### config.mk
export PLATFORM = sky130hd
export DESIGN_NAME = scan_display_ctrl
export DESIGN_NICKNAME = d
export VERILOG_FILES = /design/src/rtl/scan_pkg.sv /design/src/rtl/bcd_seg_dec.sv /design/src/rtl/scan_display_ctrl.sv
export SDC_FILE = /design/constraint.sdc
export NUM_CORES = 1
export LEC_CHECK = 0
export ABC_AREA = 1
export BUFFER_PORTS_ARGS = -buffer_cell sky130_fd_sc_hd__buf_4
export CAP_MARGIN = 15
export CORE_ASPECT_RATIO = 1.2
export CORE_UTILIZATION = 54
export CTS_CLUSTER_SIZE = 30
export DETAILED_ROUTE_END_ITERATION = 6
export GPL_ROUTABILITY_DRIVEN = 0
export PLACE_DENSITY = 0.75
export SLEW_MARGIN = 0
export SYNTH_ARGS = -nofsm -noshare
export SYNTH_HDL_FRONTEND = slang
export SYNTH_SLANG_ARGS = --single-unit
### constraint.sdc
create_clock -name clk -period 2.15 [get_ports clk]
set_input_delay 0.5375 -clock clk [delete_from_list [all_inputs] [get_ports clk]]
set_output_delay 0.5375 -clock clk [all_outputs]
set_load 0.05 [all_outputs]
### src/rtl/scan_pkg.sv
// scan_pkg: shared definitions for the seven-segment scan controller.
//   - Segment constants ({a,b,c,d,e,f,g}, active-high).
//   - FSM state encoding for the blank/drive phases of each digit dwell.
//   - Parameter legality check used at elaboration time by the top.
// No ports (package).
package scan_pkg;

  localparam logic [6:0] SEG_OFF = 7'b0000000;
  localparam logic [6:0] SEG_ERR = 7'b1001111;

  typedef enum logic [0:0] {
    ST_BLANK = 1'b0,
    ST_DRIVE = 1'b1
  } scan_state_e;

  // Digit count 2..8, dwell of at least 2 cycles, blanking shorter than the dwell.
  function automatic bit params_legal(input int nd, input int sd, input int bc);
    return (nd >= 32'sd2) && (nd <= 32'sd8) && (sd >= 32'sd2) &&
           (bc >= 32'sd0) && (bc < sd);
  endfunction

endpackage

### src/rtl/bcd_seg_dec.sv
// bcd_seg_dec: combinational BCD to seven-segment decoder.
// Ports:
//   bcd  in  4  BCD code; 10..15 decode to the "E" glyph
//   seg  out 7  {a,b,c,d,e,f,g}, active-high
module bcd_seg_dec
  import scan_pkg::*;
(
  input  logic [3:0] bcd,
  output logic [6:0] seg
);

  // Code to segment pattern lookup.
  always_comb begin
    seg = SEG_ERR;
    case (bcd)
      4'd0:    seg = 7'b1111110;
      4'd1:    seg = 7'b0110000;
      4'd2:    seg = 7'b1101101;
      4'd3:    seg = 7'b1111001;
      4'd4:    seg = 7'b0110011;
      4'd5:    seg = 7'b1011011;
      4'd6:    seg = 7'b1011111;
      4'd7:    seg = 7'b1110000;
      4'd8:    seg = 7'b1111111;
      4'd9:    seg = 7'b1111011;
      default: seg = SEG_ERR;
    endcase
  end

endmodule

### src/rtl/scan_display_ctrl.sv
// scan_display_ctrl: time-multiplexed scan controller for a common-cathode
// seven-segment display. Digits are committed to a shadow register only at
// the frame boundary so a frame never shows a mix of old and new data.
// Optional build macro: LEADING_ZERO_BLANK_EN (blank leading zero digits).
// Ports:
//   clk          in   1             system clock, rising edge
//   rst          in   1             asynchronous active-high reset
//   data_in      in   4*NUM_DIGITS  BCD digits, digit 0 in data_in[3:0]
//   load         in   1             one-cycle request to display data_in
//   seg          out  7             {a,b,c,d,e,f,g}, registered
//   dig_sel      out  NUM_DIGITS    one-hot digit enable, zero while blanking
//   load_ack     out  1             pulse when requested data reaches shadow
//   frame_start  out  1             pulse on first drive cycle of digit 0
module scan_display_ctrl
  import scan_pkg::*;
#(
  parameter int NUM_DIGITS = 4,
  parameter int SCAN_DIV   = 1000,
  parameter int BLANK_CYC  = 1
) (
  input  logic                    clk,
  input  logic                    rst,
  input  logic [4*NUM_DIGITS-1:0] data_in,
  input  logic                    load,
  output logic [6:0]              seg,
  output logic [NUM_DIGITS-1:0]   dig_sel,
  output logic                    load_ack,
  output logic                    frame_start
);

  localparam int CW = $clog2(SCAN_DIV);
  localparam int IW = (NUM_DIGITS > 32'sd1) ? $clog2(NUM_DIGITS) : 32'sd1;
  localparam logic [CW-1:0]         CNT_LAST  = CW'(SCAN_DIV - 32'sd1);
  localparam logic [CW-1:0]         CNT_DRIVE = CW'(BLANK_CYC);
  localparam logic [IW-1:0]         IDX_LAST  = IW'(NUM_DIGITS - 32'sd1);
  localparam logic [NUM_DIGITS-1:0] DIG_ONE   = NUM_DIGITS'(1);
  // With no blanking interval the dwell starts directly in DRIVE.
  localparam scan_state_e ST_START = (BLANK_CYC == 32'sd0) ? ST_DRIVE : ST_BLANK;

  if (!params_legal(NUM_DIGITS, SCAN_DIV, BLANK_CYC)) begin : g_bad_params
    $error("scan_display_ctrl: illegal NUM_DIGITS/SCAN_DIV/BLANK_CYC");
  end

  logic [CW-1:0]           cnt_r;
  logic [CW-1:0]           cnt_nxt_s;
  logic [IW-1:0]           idx_r;
  scan_state_e             state_r;
  scan_state_e             state_nxt_s;
  logic                    cnt_wrap_s;
  logic                    frame_end_s;
  logic                    pending_r;
  logic [4*NUM_DIGITS-1:0] capture_r;
  logic [4*NUM_DIGITS-1:0] shadow_r;
  logic [3:0]              digit_s [NUM_DIGITS];
  logic [3:0]              dec_in_s;
  logic [6:0]              dec_seg_s;
  logic [NUM_DIGITS-1:0]   blank_lz_s;
  logic [6:0]              seg_nxt_s;
  logic [NUM_DIGITS-1:0]   dig_nxt_s;
  logic                    fs_nxt_s;

  assign cnt_wrap_s  = (cnt_r == CNT_LAST);
  assign frame_end_s = cnt_wrap_s && (idx_r == IDX_LAST);
  assign cnt_nxt_s   = cnt_wrap_s ? '0 : cnt_r + CW'(1);

  // Split the shadow register into per-digit codes.
  always_comb begin
    for (int i = 0; i < NUM_DIGITS; i++) begin
      digit_s[i] = shadow_r[4*i +: 4];
    end
  end

  assign dec_in_s = digit_s[idx_r];

  bcd_seg_dec u_dec (
    .bcd (dec_in_s),
    .seg (dec_seg_s)
  );

`ifdef LEADING_ZERO_BLANK_EN
  // Mark zero digits above the most significant nonzero digit; digit 0 always shows.
  always_comb begin
    logic seen_nz;
    seen_nz    = 1'b0;
    blank_lz_s = '0;
    for (int i = NUM_DIGITS - 1; i >= 1; i--) begin
      seen_nz       = seen_nz | (digit_s[i] != 4'd0);
      blank_lz_s[i] = ~seen_nz;
    end
  end
`else
  // Every digit is decoded, leading zeros included.
  always_comb begin
    blank_lz_s = '0;
  end
`endif

  // FSM next state: enter DRIVE when the dwell count reaches the blanking length.
  always_comb begin
    state_nxt_s = state_r;
    case (state_r)
      ST_BLANK: begin
        if (cnt_nxt_s == CNT_DRIVE) state_nxt_s = ST_DRIVE;
        else                        state_nxt_s = ST_BLANK;
      end
      ST_DRIVE: begin
        if (cnt_wrap_s) state_nxt_s = ST_START;
        else            state_nxt_s = ST_DRIVE;
      end
      default: state_nxt_s = ST_START;
    endcase
  end

  // FSM outputs for the current dwell position, registered below.
  always_comb begin
    seg_nxt_s = SEG_OFF;
    dig_nxt_s = '0;
    fs_nxt_s  = 1'b0;
    case (state_r)
      ST_BLANK: begin
        seg_nxt_s = SEG_OFF;
        dig_nxt_s = '0;
      end
      ST_DRIVE: begin
        dig_nxt_s = DIG_ONE << idx_r;
        if (blank_lz_s[idx_r]) seg_nxt_s = SEG_OFF;
        else                   seg_nxt_s = dec_seg_s;
        fs_nxt_s = (idx_r == '0) && (cnt_r == CNT_DRIVE);
      end
      default: begin
        seg_nxt_s = SEG_OFF;
        dig_nxt_s = '0;
      end
    endcase
  end

  // FSM state register.
  always_ff @(posedge clk or posedge rst) begin
    if (rst) state_r <= ST_START;
    else     state_r <= state_nxt_s;
  end

  // Dwell counter and digit index.
  always_ff @(posedge clk or posedge rst) begin
    if (rst) begin
      cnt_r <= '0;
      idx_r <= '0;
    end else begin
      cnt_r <= cnt_nxt_s;
      if (cnt_wrap_s) idx_r <= (idx_r == IDX_LAST) ? '0 : idx_r + IW'(1);
    end
  end

  // Load handshake: capture on request, commit to shadow only at the frame boundary.
  // A load on the boundary cycle bypasses the capture register.
  always_ff @(posedge clk or posedge rst) begin
    if (rst) begin
      pending_r <= 1'b0;
      capture_r <= '0;
      shadow_r  <= '0;
      load_ack  <= 1'b0;
    end else begin
      if (load) capture_r <= data_in;
      if (frame_end_s) begin
        pending_r <= 1'b0;
        load_ack  <= load | pending_r;
        if (load)           shadow_r <= data_in;
        else if (pending_r) shadow_r <= capture_r;
      end else begin
        load_ack <= 1'b0;
        if (load) pending_r <= 1'b1;
      end
    end
  end

  // Registered display outputs.
  always_ff @(posedge clk or posedge rst) begin
    if (rst) begin
      seg         <= SEG_OFF;
      dig_sel     <= '0;
      frame_start <= 1'b0;
    end else begin
      seg         <= seg_nxt_s;
      dig_sel     <= dig_nxt_s;
      frame_start <= fs_nxt_s;
    end
  end

endmodule

==> reports/results.tsv, run 1 <==
stage	metric	value	unit
outcome	status	complete, no violations	
logic_synthesis	top-area cell type share of the netlist area	52.5	%
drt	DRT iter0 DRCs	134	
sta	Setup WS post-layout	0.295	ns
drt	Routed WL	4970	um
cts	cts bufs inserted	9	
logic_synthesis	FF+latch count, synth	59	
grt	first-pass GRT wire length	8910	um
cells_and_area	Layout fillers	437	
cells_and_area	commonest non-fill, non-tap cells in the layout	104 x nand2_1, 59 x dfrtp_1, 57 x inv_1	
sta	Tmin final	1.86	ns
setup_path	CP Data Required Time	2.37	ns
sta	RSZ-0062 raised after global routing	no	
floorplanning	chip height	81.1	um
setup_path	arrival time worst endpoint	2.08	ns
grt	all-layer global routing usage	22.6	%
drt	DRC	0	
cts	worst skew pair latency	0.33	ns
cts	clk slew on worst S/H paths	0.06	ns
floorplanning	I/O pin total	32	
cts	Post-CTS Resized	0	
sta	Worst Skew	0.00409	ns
sta	Tightest Pin Transition	0.502	ns
floorplanning	Die Wd	67.9	um
sta	Fin. Hold Viols	0	
place	dpl cell area	3120	um^2
cts	CTS tree	done	
job	max_cap viols	0	
logic_synthesis	syn nets	366	
setup_path	CP Capture Type	flop	
logic_synthesis	Synth area leader	dfrtp_1	
cts	H-tree level count	3	
cts	Clock Path Buffers	2	
grt	GR Util met1	26.1	%
place	DP Worst Slack	0.296	ns
logic_synthesis	Synth Instances	335	
drt	routed vias/inst	4.91	
setup_path	critical path peak fanout	15	
cts	clock root buffer	clkbuf_8	
grt	initial antenna violation count	0	
sta	Setup Viol. Count Final	0	
sta	Max Clock Freq	539	MHz
grt	met2 Use GR	37.1	%
setup_path	CP Launch Type	flop	
cells_and_area	Layout area overhead	16.5	%
power	Leakage Power	1.80	nW
cells_and_area	nets	404	
logic_synthesis	sequential element share of the synthesized area	52.5	%
cells_and_area	share of cells above drive strength 1	18.4	%
setup_path	Setup Crit Path Kind	flop to flop	
sta	crit share post-route	86.3	%
cts	Hold Buf Count CTS	0	
drt	via count	2133	
cts	postcts setup bufs	0	
power	Peak VDD IR	634	uV
cells_and_area	antenna cell count	0	
logic_synthesis	Syn. warnings	0	
drt	wire per inst	11.4	um
min_path	Hold Path Class	input pin to asynchronous set/reset pin	
grt	busiest grt layer	met2	
floorplanning	Die Area	5500	um^2
logic_synthesis	Synth Cell Area	2810	um^2
grt	grt total ovfl	0	
grt	largest net degree at the start of global routing	30	
place	IO Port Bufs	31	
cts	clock tree sinks	59	
logic_synthesis	Synth area leaders	dfrtp_1 52%, nand2_1 14%, inv_1 7.7%, ha_1 5.3%, o21ai_2 4.0%	
cells_and_area	post-layout instance area	3280	um^2
floorplanning	Core Area	4970	um^2
drt	Detail Route Antenna Nets	0	
sta	Slew HR	66.5	%
logic_synthesis	synthesized area per cell	8.40	um^2
sta	final setup TNS	0	ns
floorplanning	Placement Rows	28	
sta	Final Max Tran Viols	0	
logic_synthesis	Netlist cell types	23	
cells_and_area	Final Util	65.9	%
drt	1st-pass router iterations	4	
grt	vias in the first global route	2111	
power	Pwr Density	684	nW/um^2
grt	M3 GR Usage	6.74	%
place	DPL Wire Length	3690	um
cells_and_area	most common cell after layout, fill and taps aside	nand2_1	
floorplanning	Starting Density	56.6	%
-- path summary, 6_finish.rpt --
kind                                 to  slack (ns)  cells after the start          from
hold reg to reg            capture_r[3]        0.47                      2  capture_r[3]
hold / removal                 cnt_r[9]        0.19                      2           rst
max in group asynchronous        seg[3]        1.44                      3           rst
setup reg to reg                 seg[3]        0.29                      9      idx_r[0]
setup / recovery                 seg[3]        0.29                      9      idx_r[0]
min in group clk           capture_r[5]        0.43                      3    data_in[5]
-- critical path: stages (launching register included) --
cell and delay (ns):
dfrtp_1 0.52, nor2_1 0.15, inv_1 0.05, a32oi_1 0.28
inv_1 0.13, ha_1 0.30, inv_1 0.05, nor2_1 0.04
o21ai_0 0.16, inv_1 0.05
-- Yosys cell counts --
cell / number
o21ai_2: 13
o21ai_0: 16
xor2_1: 1
clkbuf_1: 2
nand2_2: 4
o22ai_1: 1
nor2_2: 1
nor3_4: 1
nand2_1: 104
nor3_1: 2
nand3_1: 11
buf_6: 3
buf_2: 4
nand4_2: 1
nor2_1: 26
a21oi_1: 12
inv_2: 1
nand4_1: 1
a32oi_1: 1
inv_1: 58
dfrtp_1: 59
ha_1: 12
nand3b_1: 1
-- routing by layer --
metal	vias to the layer above	share of wire, %
li1	1091	-
met4	0	3.0
met2	43	49
met5	-	0
met3	13	3.5
met1	986	44
-- sequential cells by signal (all words and copies together) (netlist names) --
name,flops
seg,7
load_ack,1
cnt_r,10
dig_sel,4
shadow_r,16
frame_start,1
idx_r,2
capture_r,16
pending_r,1
state_r,1
-- report_power, final --
group / internal [W] / total, W / switching (W)
clock network: 0.000455 / 0.000832 / 0.000376
registers: 0.00117 / 0.00119 / 0.0000198
logic: 0.0000812 / 0.000224 / 0.000143
-- area by class of cell --
class	count	area [um^2]	share of cell area, %
inverters	59	221	6.76
multi-input cells	208	1050	32.2
repair buffers	36	295	9.01
flip-flops and latches	59	1480	45.0
well taps	60	75.1	2.29
clock buffers	12	155	4.73
-- metrics by stage --
step                total power [W]  cells  hold slack [ns]
global placement            0.00143    422            0.455
detailed placement          0.00144    422            0.461
CTS                         0.00228    434            0.189
floorplan                   0.00135    335            0.438
global route                0.00235    434            0.202
finish                      0.00224    434            0.192
-- cells by family (layout without fill, tap and decap cells) --
| kind of cell | Yosys count | after routing | share of synthesized area, % |
|---|---|---|---|
| and+or+nand+nor | 152 | 152 | 22.3 |
| buffers and inverters | 68 | 107 | 10.0 |
| xor gates and xnor gates | 1 | 1 | 0.311 |
| adders and majority gates | 12 | 12 | 5.34 |
| AOI/OAI and AO/OA | 43 | 43 | 9.56 |
| DFF | 59 | 59 | 52.5 |
(Power assumes the default switching activity.)
==> inputs of run 2 (changes only) <==
Settings changed: PLACE_DENSITY 0.75 to 0.81.
==> run 2 against run 1 <==
  * Clock skew increased by 0.0043 ns
  * Sequential power hardly changed
  * Sequential cell count did not move
  * Maximum frequency decreased by 2.7%
  * Critical path depth fell by 1
  * Global-route usage fell by 0.68 points
  * Utilization grew 1.1 points
  * Cell area rose by 1.7%
  * Worst hold slack improved by 0.054 ns
  * Critical path type unchanged
  * Largest cell class unchanged
  * Largest power group unchanged
==> reports/results.tsv, run 2 (synthesized netlist as in run 1, its figures left out) <==
stage	metric	value	unit
cts	Clock Path Buffers	2	
floorplanning	chip height	81.1	um
cells_and_area	Layout fillers	401	
drt	Routed WL	5160	um
sta	Max Clock Freq	524	MHz
drt	via count	2118	
power	Pwr Density	764	nW/um^2
grt	vias in the first global route	2038	
floorplanning	I/O pin total	32	
power	Leakage Power	1.83	nW
floorplanning	Placement Rows	28	
cts	Post-CTS Resized	0	
sta	Worst Skew	0.00839	ns
grt	all-layer global routing usage	21.9	%
cts	clk slew on worst S/H paths	0.07	ns
min_path	Hold Path Class	input pin to asynchronous set/reset pin	
grt	initial antenna violation count	0	
cts	Hold Buf Count CTS	0	
cells_and_area	antenna cell count	0	
floorplanning	Die Area	5500	um^2
setup_path	critical path peak fanout	15	
cells_and_area	nets	402	
drt	wire per inst	11.8	um
cells_and_area	commonest non-fill, non-tap cells in the layout	104 x nand2_1, 59 x dfrtp_1, 57 x inv_1	
grt	largest net degree at the start of global routing	60	
sta	Final Max Tran Viols	0	
cts	postcts setup bufs	0	
drt	1st-pass router iterations	4	
place	DPL Wire Length	3510	um
sta	hold_ws	0.246	ns
cells_and_area	register area	1480	um^2
sta	Tmin final	1.91	ns
floorplanning	Starting Density	56.6	%
setup_path	arrival time worst endpoint	2.14	ns
cts	CTS tree	done	
cts	cts bufs inserted	9	
cells_and_area	share of cells above drive strength 1	19.1	%
sta	final setup TNS	0	ns
drt	DRT iter0 DRCs	171	
sta	Fin. Hold Viols	0	
cts	clock tree sinks	59	
cells_and_area	most common cell after layout, fill and taps aside	nand2_1	
outcome	status	complete, no violations	
floorplanning	Core Area	4970	um^2
sta	Setup Viol. Count Final	0	
setup_path	Setup Crit Path Kind	flop to flop	
setup_path	CP Data Required Time	2.38	ns
grt	first-pass GRT wire length	8780	um
power	Peak VDD IR	529	uV
cells_and_area	Layout area overhead	18.5	%
cts	worst skew pair latency	0.34	ns
setup_path	CP Capture Type	flop	
drt	Detail Route Antenna Nets	0	
sta	RSZ-0062 raised after global routing	no	
job	max_cap viols	0	
grt	grt total ovfl	0	
cells_and_area	biggest regs	capture_r: 16 flops, shadow_r: 16 flops, cnt_r: 10 flops	
cells_and_area	area of the multi-input gates	1050	um^2
drt	DRC	0	
floorplanning	Die Wd	67.9	um
cts	clock root buffer	clkbuf_8	
sta	Slew HR	66.5	%
sta	Tightest Pin Transition	0.503	ns
sta	crit share post-route	88.7	%
drt	routed vias/inst	4.86	
place	IO Port Bufs	31	
cts	H-tree level count	3	
setup_path	CP Launch Type	flop	
[run 2: cell count changes in the layout (fill, tap and decap cells not counted), sizes merged]
cell / delta
clkinv: +3
buf: -2
bufinv: +2
clkbuf: -1
[run 2: worst max-delay path, cell delays in order, from the launching register on]
cell and delay [ns]:
dfrtp_1 0.58, nand2_1 0.10, a32oi_1 0.35, inv_1 0.14
ha_1 0.31, inv_1 0.05, nor2_1 0.04, o21ai_0 0.17
inv_1 0.06
[run 2: path summary, 6_finish.rpt]
| check | start | end | slack, ns | cells past startpoint |
|---|---|---|---|---|
| worst min register to register | capture_r[11] | capture_r[11] | 0.47 | 2 |
| max in group asynchronous | rst | frame_start | 1.64 | 3 |
| worst max-delay path | idx_r[0] | seg[3] | 0.24 | 8 |
| min in group clk | data_in[10] | capture_r[10] | 0.41 | 3 |
| worst max register to register | idx_r[0] | seg[3] | 0.24 | 8 |
| worst min-delay path | rst | cnt_r[9] | 0.25 | 3 |
[run 2: per-layer routing]
metal	track usage [%]	routed length, um	up-vias
li1	-	-	1090
met1	26.0	2240	981
met2	36.0	2610	34
met3	5.48	173	13
met4	11.7	129	0
met5	0	0	-
[run 2: cell type report]
type / count / share of cell area, %
Sequential cell: 59 / 44.3
Multi-Input combinational cell: 208 / 31.6
Timing Repair Buffer: 34 / 8.41
Inverter: 59 / 6.64
Clock buffer: 11 / 4.54
Clock inverter: 5 / 2.25
Tap cell: 60 / 2.25
[run 2: per-stage QoR]
stage	setup WS (ns)	instance area [um^2]	utilization (%)	power, W	instances
2_1_floorplan	0.156	2810	-	0.00135	335
3_3_place_gp	0.347	3110	62.5	0.00143	420
3_5_place_dp	0.261	3110	62.5	0.00143	420
4_1_cts	0.251	3330	67.0	0.00257	436
5_1_grt	0.0258	3330	67.0	0.00265	436
6_report	0.243	3330	67.0	0.00255	436
[run 2: where the power goes]
| group | internal, W | total [W] | switching (W) |
|---|---|---|---|
| Sequential | 0.00117 | 0.00119 | 0.0000204 |
| Clock | 0.000709 | 0.00114 | 0.000428 |
| Combinational | 0.0000790 | 0.000223 | 0.000144 |
| Total | 0.00196 | 0.00255 | 0.000592 |
==> inputs of run 3 (changes only) <==
Settings changed: CORE_ASPECT_RATIO 1.2 to default, SETUP_SLACK_MARGIN from default to 0.3.
==> run 3 against run 2 <==
  * Clock power down 14%
  * Routed wire length up 6.8%
  * Final cell count up 2.3%
  * Count of clock-buffer cells in the layout up 3
  * Die area about the same
  * First-iteration DRC count down 4.1%
  * Power down 5.9%
  * Sequential cell count unchanged
  * Sequential power about the same
  * Largest cell class unchanged
==> reports/results.tsv, run 3 (synthesized netlist as in run 1, its figures left out) <==
stage	metric	value	unit
outcome	status	complete, no violations	
cts	H-tree level count	3	
sta	RSZ-0062 raised after global routing	yes	
drt	1st-pass router iterations	4	
power	Peak VDD IR	420	uV
setup_path	arrival time worst endpoint	2.01	ns
sta	Max Clock Freq	562	MHz
cells_and_area	Layout fillers	403	
cells_and_area	Layout area overhead	19.4	%
setup_path	CP Capture Type	flop	
cts	cts bufs inserted	9	
sta	Setup Viol. Count Final	0	
cells_and_area	biggest regs	capture_r: 16 flops, shadow_r: 16 flops, cnt_r: 10 flops	
drt	wire per inst	12.4	um
cts	clock root buffer	clkbuf_8	
setup_path	Crit path buffers/inverters	5	
power	overall power	0.00240	W
grt	grt total ovfl	0	
drt	Routed WL	5510	um
floorplanning	Placement Rows	25	
cells_and_area	most common cell after layout, fill and taps aside	nand2_1	
drt	Detail Route Antenna Nets	0	
drt	DRC	0	
sta	Fin. Hold Viols	0	
floorplanning	I/O pin total	32	
floorplanning	Die Area	5500	um^2
floorplanning	chip height	74.2	um
cts	worst skew pair latency	0.34	ns
setup_path	CP Launch Type	flop	
cts	CTS tree	done	
sta	final setup TNS	0	ns
setup_path	CP delay by family, top	flip-flops	
power	Leakage Power	1.83	nW
grt	all-layer global routing usage	23.0	%
setup_path	CP peak stage delay	0.43	ns
setup_path	Cell Chain, Critical Path	buf_4 > inv_1 > nand2_1 > a32oi_2 > inv_2 > ha_1 > inv_1 > nor2_1 > o21ai_0 > inv_1	
sta	Final Max Tran Viols	0	
floorplanning	Starting Density	57.7	%
cts	Clock Path Buffers	2	
min_path	Hold Path Class	input pin to asynchronous set/reset pin	
grt	first-pass GRT wire length	9260	um
sta	crit share post-route	82.8	%
sta	Worst Skew	0.00367	ns
floorplanning	Core Area	4880	um^2
grt	vias in the first global route	2141	
setup_path	CP max stage cell	dfrtp_2	
grt	initial antenna violation count	0	
setup_path	CP Data Required Time	2.38	ns
cts	clock tree sinks	59	
place	IO Port Bufs	31	
job	max_cap viols	0	
sta	Slew HR	69.1	%
setup_path	critical path peak fanout	5	
cells_and_area	share of cells above drive strength 1	20.8	%
sta	Tmin final	1.78	ns
cells_and_area	antenna cell count	0	
grt	largest net degree at the start of global routing	60	
cts	Hold Buf Count CTS	0	
place	DPL Wire Length	3720	um
power	Pwr Density	714	nW/um^2
drt	via count	2226	
cells_and_area	Final Util	68.8	%
drt	DRT iter0 DRCs	164	
drt	routed vias/inst	4.99	
setup_path	Setup Crit Path Kind	flop to flop	
cts	clk slew on worst S/H paths	0.06	ns
setup_path	most frequent CP cell	inv_1	
cells_and_area	commonest non-fill, non-tap cells in the layout	104 x nand2_1, 58 x dfrtp_1, 56 x inv_1	
floorplanning	Die Wd	74.2	um
cells_and_area	nets	406	
sta	Tightest Pin Transition	0.463	ns
[run 3: changes by cell type in the layout (fill, tap and decap cells not counted), moves of 2 or more]
cell       before  now
buf_4          32   35
clkbuf_8       11   14
bufinv_16       2    0
clkinv_2        3    1
[run 3: per-layer routing]
metal	track usage (%)	vias up	wire length [um]
met5	0	-	0
met4	12.2	0	138
met3	6.50	14	288
met2	37.8	72	2660
met1	27.5	1041	2420
li1	-	1099	-
[run 3: final timing paths]
| kind | from | endpoint | slack (ns) | depth (start not counted) |
|---|---|---|---|---|
| worst max-delay path | idx_r[0] | seg[3] | 0.37 | 10 |
| worst min-delay path | rst | seg[4] | 0.26 | 3 |
| worst max register to register | idx_r[0] | seg[3] | 0.37 | 10 |
| worst min register to register | capture_r[13] | capture_r[13] | 0.47 | 2 |
| max in group asynchronous | rst | idx_r[0] | 1.62 | 3 |
| min in group clk | data_in[7] | capture_r[7] | 0.42 | 3 |
[run 3: power by group]
| group | internal, W | leakage (nW) | switching [W] |
|---|---|---|---|
| Combinational | 0.0000815 | 1.03 | 0.000147 |
| Clock | 0.000567 | 0.105 | 0.000414 |
| Sequential | 0.00117 | 0.698 | 0.0000199 |
| Total | 0.00182 | 1.83 | 0.000582 |
[run 3: per-stage QoR]
step / cell area, um^2 / hold WS (ns) / setup WS (ns) / instances
CTS: 3330 / 0.285 / 0.337 / 443
detailed placement: 3130 / 0.456 / 0.256 / 428
floorplan: 2820 / 0.438 / 0.389 / 335
global route: 3360 / 0.290 / 0.261 / 446
global placement: 3130 / 0.452 / 0.351 / 428
finish: 3360 / 0.264 / 0.370 / 446
[run 3: cell type report]
class / count / area (um^2) / area share, %
Clock inverter: 1 / 5.00 / 0.149
Clock buffer: 14 / 193 / 5.74
Inverter: 59 / 225 / 6.70
Timing Repair Buffer: 38 / 308 / 9.16
Sequential cell: 59 / 1480 / 44.0
Tap cell: 67 / 83.8 / 2.50
Multi-Input combinational cell: 208 / 1070 / 31.8
[run 3: worst reg2reg max path: cells and delay by family, from the launching register on]
family,cells,cell delay [ns]
AO/OA/AOI/OAI,2,0.40
adder cells (fa/ha/maj),1,0.29
buffers and inverters,5,0.42
flip-flops,1,0.43
AND/OR/NAND/NOR,2,0.12
[run 3: repair_timing]
action | 4_1_cts | 5_1_grt
setup endpoints to repair | 1 | 4
pin swaps | 0 | 1
resized for setup | 2 | 4
setup buffers | 0 | 3
